File: src/rtl/int_to_float_conv.sv
// Iterative signed/unsigned 32/64-bit integer to IEEE-754 single/double converter, one normalization bit per cycle.
// start sampled only in IDLE; done pulses lz+3 cycles later (1 cycle for zero); busy stalls the controller meanwhile.
module int_to_float_conv (
  input  logic        clk,
  input  logic        rst_n,
  input  logic        start,
  input  logic [63:0] int_data,
  input  logic        src_width,
  input  logic        is_signed,
  input  logic        fmt,
  output logic        busy,
  output logic        done,
  output logic [63:0] f_result,
  output logic        inexact
);

  typedef enum logic [2:0] {S_IDLE, S_ABS, S_NORM, S_ROUND, S_DONE} state_t;

  state_t      r_state;
  state_t      w_next;

  logic [63:0] r_src;
  logic        r_width;
  logic        r_signed;
  logic        r_fmt;
  logic        r_sign;
  logic [63:0] r_mag;
  logic [5:0]  r_exp;

  logic [63:0] w_ext;
  logic        w_neg;
  logic [63:0] w_abs;

  assign w_ext = r_width  ? r_src :
                 r_signed ? {{32{r_src[31]}}, r_src[31:0]} :
                            {32'h0, r_src[31:0]};
  assign w_neg = r_signed & w_ext[63];
  assign w_abs = w_neg ? (~w_ext + 64'd1) : w_ext;

  // Single rounding: the leading one at mag[63] is implicit.
  logic [22:0] w_sp_m;
  logic        w_sp_g;
  logic        w_sp_s;
  logic        w_sp_up;
  logic [23:0] w_sp_sum;
  logic [7:0]  w_sp_exp;

  assign w_sp_m   = r_mag[62:40];
  assign w_sp_g   = r_mag[39];
  assign w_sp_s   = |r_mag[38:0];
  assign w_sp_up  = w_sp_g & (w_sp_s | w_sp_m[0]);
  assign w_sp_sum = {1'b0, w_sp_m} + {23'h0, w_sp_up};
  assign w_sp_exp = {2'b00, r_exp} + 8'd127 + {7'h0, w_sp_sum[23]};

  logic [51:0] w_dp_m;
  logic        w_dp_g;
  logic        w_dp_s;
  logic        w_dp_up;
  logic [52:0] w_dp_sum;
  logic [10:0] w_dp_exp;

  assign w_dp_m   = r_mag[62:11];
  assign w_dp_g   = r_mag[10];
  assign w_dp_s   = |r_mag[9:0];
  assign w_dp_up  = w_dp_g & (w_dp_s | w_dp_m[0]);
  assign w_dp_sum = {1'b0, w_dp_m} + {52'h0, w_dp_up};
  assign w_dp_exp = {5'h00, r_exp} + 11'd1023 + {10'h0, w_dp_sum[52]};

  logic [63:0] w_res;
  logic        w_inx;

  assign w_res = r_fmt ? {r_sign, w_dp_exp, w_dp_sum[51:0]}
                       : {r_sign, w_sp_exp, w_sp_sum[22:0], 32'h0};
  assign w_inx = r_fmt ? (w_dp_g | w_dp_s) : (w_sp_g | w_sp_s);

  always_ff @(posedge clk or negedge rst_n) begin
    if (!rst_n) r_state <= S_IDLE;
    else        r_state <= w_next;
  end

  always_comb begin
    w_next = r_state;
    case (r_state)
      S_IDLE:  if (start) w_next = S_ABS;
      S_ABS:   w_next = (w_abs == 64'h0) ? S_DONE : S_NORM;
      S_NORM:  if (r_mag[63]) w_next = S_ROUND;
      S_ROUND: w_next = S_DONE;
      S_DONE:  w_next = S_IDLE;
      default: w_next = S_IDLE;
    endcase
  end

  always_ff @(posedge clk or negedge rst_n) begin
    if (!rst_n) begin
      r_src    <= 64'h0;
      r_width  <= 1'b0;
      r_signed <= 1'b0;
      r_fmt    <= 1'b0;
      r_sign   <= 1'b0;
      r_mag    <= 64'h0;
      r_exp    <= 6'd0;
      f_result <= 64'h0;
      inexact  <= 1'b0;
    end else begin
      case (r_state)
        S_IDLE: begin
          if (start) begin
            r_src    <= int_data;
            r_width  <= src_width;
            r_signed <= is_signed;
            r_fmt    <= fmt;
          end
        end
        S_ABS: begin
          r_sign <= w_neg;
          r_mag  <= w_abs;
          r_exp  <= 6'd63;
          if (w_abs == 64'h0) begin
            f_result <= 64'h0;
            inexact  <= 1'b0;
          end
        end
        S_NORM: begin
          if (!r_mag[63]) begin
            r_mag <= {r_mag[62:0], 1'b0};
            r_exp <= r_exp - 6'd1;
          end
        end
        S_ROUND: begin
          f_result <= w_res;
          inexact  <= w_inx;
        end
        default: ;
      endcase
    end
  end

  assign busy = (r_state != S_IDLE);
  assign done = (r_state == S_DONE);

endmodule

File: config.mk
export PLATFORM = sky130hd
export DESIGN_NAME = int_to_float_conv
export DESIGN_NICKNAME = d
export VERILOG_FILES = /design/src/rtl/int_to_float_conv.sv
export SDC_FILE = /design/constraint.sdc
export NUM_CORES = 1
export LEC_CHECK = 0
export CELL_PAD_IN_SITES_DETAIL_PLACEMENT = 1
export CELL_PAD_IN_SITES_GLOBAL_PLACEMENT = 1
export CORE_MARGIN = 5
export CORE_UTILIZATION = 40
export DETAILED_ROUTE_END_ITERATION = 10
export HOLD_SLACK_MARGIN = 0.06
export PLACE_DENSITY_LB_ADDON = 0.1
export RECOVER_POWER = 100
export SLEW_MARGIN = 0
export SYNTH_ARGS = -nofsm -noshare
export SYNTH_HDL_FRONTEND = slang
export SYNTH_SLANG_ARGS = --single-unit
File: constraint.sdc
create_clock -name clk -period 8.79 [get_ports clk]
set_input_delay 2.1975 -clock clk [delete_from_list [all_inputs] [get_ports clk]]
set_output_delay 2.1975 -clock clk [all_outputs]
set_load 0.02 [all_outputs]
# --- Word level (Yosys, flattened, before mapping) ---
# Index checks and enable logic that the tools add are counted.
totals:
  word_cells: 63
  in_bits: 70
  ff_bits: 206
classes:
  reduce_logical: 11
  mux: 17
  eq_ne: 8
  add_sub_neg: 8
  bitwise: 8
ops:
  columns: ["op", "n"]
  rows:
  - ["two-way mux 64 bit", 5]
  - ["one-hot mux 64 bit (2 select lines)", 2]
  - ["adder 64 x 1 -> 64 bit, second input constant", 1]
  - ["zero test 64 bit", 1]
  - ["inverter 64 bit", 1]
  - ["two-way mux 63 bit", 1]
  - ["adder 52 x 1 -> 53 bit", 1]
  - ["OR reduction 39 bit", 1]
  - ["adder 23 x 1 -> 24 bit", 1]
  - ["one-hot mux 3 bit (4 select lines)", 1]
  - ["one-hot mux 6 bit (2 select lines)", 1]
  - ["adder 11 x 1 -> 11 bit", 1]
  - ["adder 6 x 10 -> 11 bit, second input constant", 1]
  - ["OR reduction 10 bit", 1]
  - ["two-way mux 3 bit", 3]
  - ["adder 6 x 7 -> 8 bit, second input constant", 1]
  - ["adder 8 x 1 -> 8 bit", 1]
  - ["inequality test 2 bit, second input constant", 4]
  - ["AND reduction 2 bit", 4]
  - ["== test 3 x 2 -> 1 bit, second input constant", 2]
  - ["two-way mux 6 bit", 1]
  - ["subtractor 6 x 1 -> 6 bit, second input constant", 1]
  - ["OR 1 bit", 4]
  - ["nonzero test 2 bit", 2]
  - ["7 further kinds", 10]

# --- Depth between registers and ports, before layout ---
depth:
  ltp_word: 8
  mapped_depth: 16

# --- Worst setup path before layout ---
# OpenSTA, ideal clock, no wires.
synth_timing:
  path_type: "input port to flip-flop"
  start: "input start"
  end: "register r_src[10]"
  setup_slack_ps: 5227
  t_required_ps: 8665
  path_stages: 5
  t_arrival_ps: 3439
  cell_sequence: "inv_1 nor2_1 clkbuf_1 clkbuf_1 mux2_2"
synth_via:
  elab_chain_len: 1
synth_lines:
  columns: ["element", "line_no", "source"]
  rows:
  - ["from (decl)", "6", "input logic start,"]
  - ["AND reduction 2 bit (no line)", null, null]
  - ["to (signal assigned)", "108", "r_src <= int_data;"]
  - ["to (decl)", "22", "logic [63:0] r_src;"]
# Every way passes these cells.
# A chain may end at the register's enable or synchronous reset.

# --- Worst setup path after layout ---
layout_timing:
  start: "register r_width"
  end: "register f_result[61]"
layout_via:
  elab_chain_len: 7
  word_cells_on_any_way: 8
  cone_classes: "add/sub: 1; eq/ne: 1; mux: 2; bitwise: 2; reduce/logical: 2"
layout_lines:
  columns: ["element", "line_no", "source"]
  rows:
  - ["from (decl)", "23", "logic r_width;"]
  - ["from (signal assigned)", "109", "r_width <= src_width;"]
  - ["two-way mux 64 bit (*)", "34", "assign w_ext = r_width ? r_src :"]
  - ["inverter 64 bit", "38", "assign w_abs = w_neg ? (~w_ext + 64'd1) : w_ext;"]
  - ["adder 64 x 1 -> 64 bit", "38", null]
  - ["two-way mux 64 bit (*)", "38", null]
  - ["zero test 64 bit (*)", "118", "if (w_abs == 64'h0) begin"]
  - ["inequality test 2 bit (no line) (*)", null, null]
  - ["AND reduction 2 bit (no line) (*)", null, null]
  - ["to (signal assigned)", "130", "f_result <= w_res;"]
  - ["to (decl)", "13", "output logic [63:0] f_result,"]
# Every way passes the cells marked *; elsewhere a longest branch is shown, timed or not.

==> results.toml <==
[status]
outcome = "finished with violations"
violations = "capacitance limit, slew limit"

[layout]
areaGrowthSynthToFinish_pct = 15.1
n_antenna_cell = 0
drive_gt1_share_pct = 9.50
nets = 1621

[critical_path]
cp-start-kind = "flop"
cp.required_ns = 9.14
cp_slowest_stage_delay_ns = 1.13
endpoint_kind = "flop"
path_class = "reg2reg"
arrival_ns = 6.82
path_cells = "clkbuf_1 > mux2i_1 > nor2_1 > buf_4 > o21ai_0 > xor2_1 > nand4_1 > nand4b_1 > or4_4 > nor4_1 > buf_4 > o21ai_0"
crit_slowest_cell = "clkbuf_1"
path_delay_family = "buffers and inverters"
path_buf_inv = 3
worst-path-max-fanout = 66

[floorplan]
die-area_sq_um = 37200
start_util_pct = 40.2
core_sq_um = 33300
io_pins = 137
die_width_um = 193
rows = 67
die_h_um = 193

[yosys]
ys.flop_type = "dfrtp_1"
avgSynthCellArea_sq_um = 8.92
async_flop_share_pct = 100
synth_warnings = 0
synth_seq_area_share_pct = 38.5
syn-num-nets = 1580
synth.distinct_cells = 87
postSynthCellCount = 1500
synth_edf_count = 0
synth_area_sq_um = 13400
ys_seq_elements = 206

[drt]
ant_nets = 0
drt_wl_total_mm = 43.6
drtIter0Drc = 725
viasPerCell = 5.92
num_vias = 11900
route.detailed.drc = 0
dr.pass1.iters = 5
avgRoutedWirePerCell_um = 21.7

[sta]
finalClockSkew_ns = 0.00684
hold_viol_final = 0
tightest_slew_ns = 4.53
drv_slew = 295
relSlewSlack_pct = -202
setup_tns_ns = 0
fmax_ghz = 0.155
post-route-period-util_pct = 73.6
final.min_clock_period_ns = 6.47
rsz0062_at_grt = "no"
setup_viol = 0

[pwr]
p_seq_share_pct = 35.0
pwr_density_cell_nw_per_um2 = 385
switchingPower_mw = 2.78
swShare_pct = 46.9
leakage_nw = 5.95
clkPwrFrac_pct = 17.7
p_int_mw = 3.15
irDropWorstVdd_v = 0.000163
finalPower_mw = 5.93
pwr-share-comb_pct = 47.3

[global_route]
grt_max_degree = 85
grt_use_total_pct = 23.1
first_global_vias = 12200
antenna_found_initial = 0
grt_overflow = 0
grt_pass1_wl_mm = 69.6

[min_path]
hold_path_class = "reg2reg"

[clocking]
cts_setup_buffers = 0
cts_root_buf = "clkbuf_16"
h-tree-depth = 1
worstSkewPairLatency_ns = 0.52
cts_buffer_depth = 3
holdBufCountCts = 0
clk_pin_slew_ns = 0.06
numCtsBuffers = 25
cts_tree = "done"
cts.repair.resized = 0
clock_sinks = 206

[placement]
port_buffers = 136
dp_hpwl_mm = 32.0
gp_congestion = 0.916

[flow_run]
maxCapViolCount = 4
[flip-flops by register name, indices dropped and copies added (netlist names)]
| name | count |
|---|---|
| r_exp | 6 |
| r_fmt | 1 |
| r_state | 3 |
| inexact | 1 |
| r_src | 64 |
| r_mag | 64 |
| r_signed | 1 |
| r_sign | 1 |
| f_result | 64 |
| r_width | 1 |
[power groups by stage]
stage / registers [mW] / logic [mW] / clock network, mW
6_report: 2.08 / 2.81 / 1.05
5_1_grt: 2.15 / 3.08 / 1.12
4_1_cts: 2.07 / 2.90 / 1.08
3_5_place_dp: 2.08 / 2.89 / 0
3_3_place_gp: 2.07 / 2.83 / 0
2_1_floorplan: 1.77 / 2.12 / 0
[worst paths after layout]
path | start | endpoint | slack (ns) | cells after the start
max | r_width | f_result[61] | 2.32 | 12
min | r_mag[0] | r_mag[0] | 0.52 | 2
max reg2reg | r_width | f_result[61] | 2.32 | 12
min reg2reg | r_mag[0] | r_mag[0] | 0.52 | 2
max in group asynchronous | rst_n | r_fmt | 2.91 | 2
min in group asynchronous | rst_n | f_result[11] | 3.26 | 1
[cells by family after synthesis]
logic type	synth area share, %
flip-flops	38.5
multiplexers	5.69
buffers and inverters	5.15
adder cells (fa/ha/maj)	0.935
XOR/XNOR	8.18
AND/OR/NAND/NOR	21.6
AO/OA/AOI/OAI	20.0
[metrics by stage]
stage / hold WS, ns / instances / utilization, % / instance area, sq um / setup WS [ns]
after floorplan: 0.450 / 1500 / - / 13400 / 5.23
after global placement: 0.502 / 1962 / 44.6 / 14800 / 3.30
after detailed placement: 0.508 / 1962 / 44.6 / 14800 / 3.26
after CTS: 0.521 / 2006 / 47.1 / 15700 / 3.20
after global routing: 0.549 / 2006 / 46.3 / 15400 / 1.86
final: 0.515 / 2006 / 46.3 / 15400 / 2.32
[cell usage in the layout, fill, tap and decap left out, types with 11 or more instances in the layout]
master           count
a21oi_1             70
a22oi_1             57
a31oi_1             17
and3_1              12
buf_4               12
clkbuf_16           25
clkdlybuf4s50_1     67
dfrtp_1            206
dlygate4sd3_1       68
inv_1               15
mux2_2              63
nand2_1            186
nand3_1             37
nand4_1             35
nor2_1             101
nor3_1              36
nor4_1              38
o21ai_0            109
o22ai_1             52
o31ai_1             12
or3_1               17
or4_1               11
xnor2_1             56
xor2_1              69
[Yosys cell counts (11+ instances only)]
master | count | share of area [%]
o31ai_1 | 12 | 0.67
o21ai_0 | 109 | 4.1
and3_1 | 12 | 0.56
nand2_1 | 186 | 5.2
nor2_1 | 103 | 2.9
or4_1 | 11 | 0.62
buf_2 | 12 | 0.45
xnor2_1 | 56 | 3.7
or3_1 | 17 | 0.79
clkbuf_1 | 111 | 3.1
mux2_2 | 63 | 5.3
dfrtp_1 | 206 | 39
nor4_1 | 37 | 1.7
nor3_1 | 36 | 1.3
inv_1 | 15 | 0.42
xor2_1 | 69 | 4.5
a21oi_1 | 70 | 2.6
nand4_1 | 35 | 1.6
o22ai_1 | 17 | 0.79
a22oi_1 | 57 | 3.2
nand3_1 | 37 | 1.4
o22ai_2 | 40 | 3.7
a31oi_1 | 17 | 0.79
[worst min-delay path, delay by kind of cell (launching register included)]
kind            cells  cell delay (ns)
flops               1             0.36
compound gates      1             0.06
simple gates        1             0.05
[per-layer routing]
layer	vias up	part of all wire [%]	GRT usage, %	routed length, um
met5	-	0	0	0
met4	0	3.1	6.86	1340
met3	81	4.5	2.75	1970
met2	296	45	36.8	19800
met1	5923	47	33.4	20500
li1	5580	-	-	-
[area by class of cell]
type                            instances  area (sq um)
Clock buffer                           37           751
Tap cell                              448           561
Inverter                               17          63.8
Timing Repair Buffer                  152          1460
Sequential cell                       206          5150
Multi-Input combinational cell       1139          7320
Fill cell                            3880         17900
Clock inverter                          7          88.8
Power figures use the tool's default switching activity.
==> RTL change 1: new RTL, same settings <==
Register the inputs `start`, `int_data`, `src_width`, `is_signed` and `fmt` before use, cleared by the reset. The logic sees them one clock later. Comments in the files are not updated.
--- a/src/rtl/int_to_float_conv.sv
+++ b/src/rtl/int_to_float_conv.sv
@@ -17,2 +17,24 @@
   typedef enum logic [2:0] {S_IDLE, S_ABS, S_NORM, S_ROUND, S_DONE} state_t;
+
+  logic start_q;
+  logic [63:0] int_data_q;
+  logic src_width_q;
+  logic is_signed_q;
+  logic fmt_q;
+
+  always_ff @(posedge clk or negedge rst_n) begin
+    if (!rst_n) begin
+      start_q     <= '0;
+      int_data_q  <= '0;
+      src_width_q <= '0;
+      is_signed_q <= '0;
+      fmt_q       <= '0;
+    end else begin
+      start_q     <= start;
+      int_data_q  <= int_data;
+      src_width_q <= src_width;
+      is_signed_q <= is_signed;
+      fmt_q       <= fmt;
+    end
+  end
 
@@ -83,3 +105,3 @@
     case (r_state)
-      S_IDLE:  if (start) w_next = S_ABS;
+      S_IDLE:  if (start_q) w_next = S_ABS;
       S_ABS:   w_next = (w_abs == 64'h0) ? S_DONE : S_NORM;
@@ -106,7 +128,7 @@
         S_IDLE: begin
-          if (start) begin
-            r_src    <= int_data;
-            r_width  <= src_width;
-            r_signed <= is_signed;
-            r_fmt    <= fmt;
+          if (start_q) begin
+            r_src    <= int_data_q;
+            r_width  <= src_width_q;
+            r_signed <= is_signed_q;
+            r_fmt    <= fmt_q;
           end
Formal check against the unedited RTL: not equivalent (a bounded check fails within 4 cycles, from zero or initial values and one cycle with rst_n low).
==> RTL change 1 against the original RTL <==
The run still ends with max-capacitance violations, max-slew violations left; critical endpoint is now r_mag[5]$_DFFE_PN0P_; synthesized area grew 12%; final area is 13% higher; core utilization rose by 0.57 points; first-iteration DRC count rose by 49%; sequential cell count is 68 higher; power increased by 15%; worst setup slack better by 0.51 ns; die area up 11%; wire length rose by 7.4%.
==> RTL change 1: results <==
metrics = {
    "timing": {
        "timing.final.max_slew_violations": 284,
        "tightest_slew_ns": 3.86,
        "finalClockSkew_ns": 0.0183,
    },
    "run_status": {
        "violations": "max-capacitance violations, max-slew violations",
        "status": "complete, but fails checks",
    },
    "critical_path": {
        "critical_path.endpoint": "r_mag[5]$_DFFE_PN0P_",
        "setup.reg_to_reg.worst_slack_ns": 3.26,
        "path_max_fanout": 124,
        "critical-path-top-delay-family": "buffers and inverters",
        "critPathLaunch": "rst_n",
        "timing.reg2reg.worst_path_depth": 11,
        "max_stage_delay_ns": 2.77,
        "r2r-end": "f_result[43]$_DFFE_PN0P_",
        "worst_r2r_startpoint": "r_width$_DFFE_PN0P_",
    },
    "placement": {
        "gp_congestion": 0.888,
        "hpwl_mm": 33.8,
    },
    "cts": {
        "clock-root-buffer": "sky130_fd_sc_hd__clkbuf_16",
        "cts-buffers-inserted": 29,
        "clock_insertion_delay_worst_skew_ns": 0.57,
    },
    "hold_path": {
        "worst_hold_path.endpoint": "r_src[39]$_DFFE_PN0P_",
        "worst_hold_startpoint": "int_data_q[39]$_DFF_PN0_",
    },
    "detailed_routing": {
        "detailedRoute.firstPassIterationCount": 6,
        "drt_iter0_markers": 1079,
        "wirelength_mm": 46.8,
        "vias": 12900,
    },
    "pwr": {
        "cellLeakagePower_uw": 0.00695,
        "switching_power_summed_over_all_nets_uw": 3130,
        "irDropWorstVdd_uv": 189,
    },
    "job": {
        "timing.max_cap.violations": 4,
    },
    "global_routing": {
        "globalRouteTotalUtil_pct": 22.3,
        "grt_pass1_wl_mm": 75.3,
        "grt_max_degree": 125,
    },
    "layout": {
        "num-nets-final": 1729,
        "final_layout_size_suffix_gt1_share_pct": 8.37,
        "fillers": 4216,
        "post_layout_nonfiller_instances": 2146,
    },
    "synthesis": {
        "postSynthAreaPerCell_um2": 9.39,
        "distinct_cell_type_count_after_synthesis": 68,
        "ys_top_cells_by_count": "sky130_fd_sc_hd__dfrtp_1 (274), sky130_fd_sc_hd__nand2_1 (172), sky130_fd_sc_hd__o21ai_0 (115), sky130_fd_sc_hd__clkbuf_1 (114), sky130_fd_sc_hd__a21oi_1 (80)",
        "seq_area_frac_synth_pct": 45.8,
        "cells_taking_the_most_area_after_synthesis": "sky130_fd_sc_hd__dfrtp_1 (46%), sky130_fd_sc_hd__mux2_2 (4.5%), sky130_fd_sc_hd__nand2_1 (4.3%), sky130_fd_sc_hd__xor2_1 (4.3%), sky130_fd_sc_hd__o21ai_0 (3.8%)",
    },
}
[RTL change 1: power by group through the flow]
stage                     clock (uW)  combinational (uW)  sequential, uW
after global placement             0                3140            2360
after detailed placement           0                3200            2390
after CTS                       1300                3220            2370
after global routing            1350                3470            2450
after floorplan                    0                2260            2120
final                           1250                3180            2380
[RTL change 1: cell type report]
class                      instances  area [um2]  share of cell area (%)
clock buffer                      42         835                    4.77
timing repair buffer             157        1500                    8.59
tap                              474         593                    3.39
clock inverter                    12         150                   0.859
sequential                       274        6860                    39.2
inverter                          19        71.3                   0.408
multi-input combinational       1168        7470                    42.7
[RTL change 1: layer usage]
metal  GRT usage [%]  vias up  wire [um]
li1                -     5958          -
met1            33.0     6490      22400
met5               0        -          0
met4            5.88        0       1200
met3            2.56       76       2190
met2            35.1      329      21100
[RTL change 1: kinds of logic after synthesis]
| group | Yosys count | synth area share, % |
|---|---|---|
| buffers and inverters | 154 | 4.25 |
| and+or+nand+nor | 535 | 18.3 |
| adders and majority gates | 10 | 0.835 |
| DFF | 274 | 45.8 |
| AOI/OAI and AO/OA | 424 | 18.2 |
| xor gates and xnor gates | 132 | 7.71 |
| muxes | 67 | 4.98 |
[RTL change 1: stage by stage]
stage / hold WS [ns] / power [uW] / util, % / instance area [um2] / setup WS [ns]
5_1_grt: 0.477 / 7270 / 46.9 / 17500 / 1.72
3_5_place_dp: 0.450 / 5590 / 44.4 / 16600 / 3.60
4_1_cts: 0.454 / 6890 / 47.0 / 17600 / 3.58
6_report: 0.449 / 6810 / 46.9 / 17500 / 2.84
2_1_floorplan: 0.426 / 4380 / - / 15000 / 4.51
3_3_place_gp: 0.443 / 5510 / 44.4 / 16600 / 3.67
==> RTL change 2: new RTL, same settings <==
Without the edit above. The 5 states of `state_t` get a one-hot encoding in 5 bits.
--- a/src/rtl/int_to_float_conv.sv
+++ b/src/rtl/int_to_float_conv.sv
@@ -16,3 +16,3 @@
 
-  typedef enum logic [2:0] {S_IDLE, S_ABS, S_NORM, S_ROUND, S_DONE} state_t;
+  typedef enum logic [4:0] {S_IDLE = 5'b00001, S_ABS = 5'b00010, S_NORM = 5'b00100, S_ROUND = 5'b01000, S_DONE = 5'b10000} state_t;
 
Check against the original RTL: same outputs for any inputs over 4 cycles, from zero or initial values and one cycle with rst_n low; so few cycles prove little.
==> RTL change 2 against the original RTL <==
The run still ends with max-capacitance violations, max-slew violations left; wire length is 6.1% lower; power decreased by 12%; synthesized cell count is 7.5% higher; worst setup slack improved by 0.24 ns; synthesized area is 2.6% lower; final area decreased by 0.44%; sequential cell count grew 2.
==> RTL change 2: results <==
metrics = {
    "run_status": {
        "status": "complete, but fails checks",
        "violations": "max-capacitance violations, max-slew violations",
    },
    "global_routing": {
        "grt_util_met1_pct": 34.8,
        "grtUsageMet2_pct": 33.1,
        "grt_max_degree": 83,
        "number_of_global_route_vias_before_repair": 12100,
        "global_route.usage.met3_pct": 2.73,
    },
    "critical_path": {
        "r2r-end": "f_result[45]$_DFFE_PN0P_",
        "setup.reg_to_reg.worst_slack_ns": 2.56,
        "path_max_fanout": 70,
        "worst_ep_arrival_time_ns": 6.59,
    },
    "placement": {
        "hpwl_mm": 29.7,
        "gp_congestion": 0.883,
    },
    "synthesis": {
        "ys_top_cells_by_count": "sky130_fd_sc_hd__nand2_1 (412), sky130_fd_sc_hd__dfrtp_1 (207), sky130_fd_sc_hd__nor2_1 (109), sky130_fd_sc_hd__clkbuf_1 (94), sky130_fd_sc_hd__o21ai_0 (92)",
        "distinct_cell_type_count_after_synthesis": 74,
        "seq_area_frac_synth_pct": 39.9,
    },
    "hold_path": {
        "worst_hold_path.endpoint": "r_src[62]$_DFFE_PN0P_",
    },
    "pwr": {
        "cellLeakagePower_uw": 0.00649,
    },
    "detailed_routing": {
        "ratio_of_routed_vias_to_standard_cells": 5.56,
        "drt_iter0_markers": 774,
        "wl_met1_mm": 20.6,
        "met2_wirelength_from_detailed_routing_mm": 17.4,
        "wirelength_mm": 40.9,
        "met3RoutedLength_mm": 1.87,
    },
    "cts": {
        "cts-buffers-inserted": 24,
    },
    "layout": {
        "final_layout_size_suffix_gt1_share_pct": 5.18,
        "num-nets-final": 1743,
    },
    "timing": {
        "timing.final.max_slew_violations": 348,
    },
    "job": {
        "timing.max_cap.violations": 6,
    },
}
[RTL change 2: cell count changes in the layout (fill, tap and decap cells not counted), sizes merged, moves of 5 or more]
cell / unedited run / this run
nor2: 103 / 109
or3: 17 / 10
o21ai: 110 / 99
nor3: 39 / 26
nand2: 186 / 413
nand3: 38 / 43
o211ai: 2 / 7
o22ai: 57 / 42
o31ai: 12 / 7
mux2i: 3 / 9
mux2: 65 / 4
xnor2: 56 / 70
nand4: 36 / 25
or4: 13 / 5
[RTL change 2: where the power goes]
group | switching, uW | internal, uW | leakage [uW]
clock | 413 | 612 | 0.000402
combinational | 1430 | 902 | 0.00340
sequential | 582 | 1300 | 0.00269
total | 2430 | 2810 | 0.00649
[RTL change 2: stage by stage]
step                      instances  power (uW)  worst slack, ns  hold slack (ns)  instance area (um2)
final                          2123        5240             2.56            0.516                15300
after global placement         2079        4170             4.29            0.499                14600
after floorplan                1612        3410             5.27            0.450                13000
after global routing           2123        5640             2.03            0.554                15300
after detailed placement       2079        4240             4.23            0.495                14600
after CTS                      2123        5290             4.08            0.515                15400
[RTL change 2: area by class of cell]
type | count | area share, %
Clock inverter | 10 | 0.677
Inverter | 15 | 0.367
Clock buffer | 34 | 4.56
Timing Repair Buffer | 152 | 9.50
Sequential cell | 208 | 34.0
Tap cell | 442 | 3.61
Multi-Input combinational cell | 1262 | 47.3
[RTL change 2: worst max-delay path by stage]
stage                                     to  slack, ns  cells after the start
finish              f_result[45]$_DFFE_PN0P_       2.56                     11
global route           r_mag[30]$_DFFE_PN0P_       2.03                      8
CTS                                     busy       4.08                      3
detailed placement  f_result[45]$_DFFE_PN0P_       4.23                     10
global placement       r_src[23]$_DFFE_PN0P_       4.29                      8
floorplan                               busy       5.27                      2
[RTL change 2: worst max-delay path, stage by stage, from the launching register on]
cell and delay (ns):
sky130_fd_sc_hd__dfrtp_1 0.32, sky130_fd_sc_hd__clkbuf_1 1.83, sky130_fd_sc_hd__nor4b_1 0.45, sky130_fd_sc_hd__o21ai_1 0.23, sky130_fd_sc_hd__nor4_1 0.80, sky130_fd_sc_hd__a41o_1 0.31
sky130_fd_sc_hd__xnor2_1 0.16, sky130_fd_sc_hd__a2111oi_0 0.45, sky130_fd_sc_hd__nand4_1 0.30, sky130_fd_sc_hd__nor4_4 0.35, sky130_fd_sc_hd__buf_4 0.59, sky130_fd_sc_hd__o21ai_0 0.21
[RTL change 2: kinds of logic (layout without fill, tap and decap cells)]
group / after synthesis / in the layout / share of synthesized area, %
buf+inv: 142 / 211 / 4.50
simple gates: 754 / 754 / 27.6
flops: 208 / 208 / 39.9
compound gates: 348 / 348 / 16.7
mux: 13 / 13 / 1.04
fa+ha+maj: 10 / 10 / 0.959
xor+xnor: 137 / 137 / 9.20
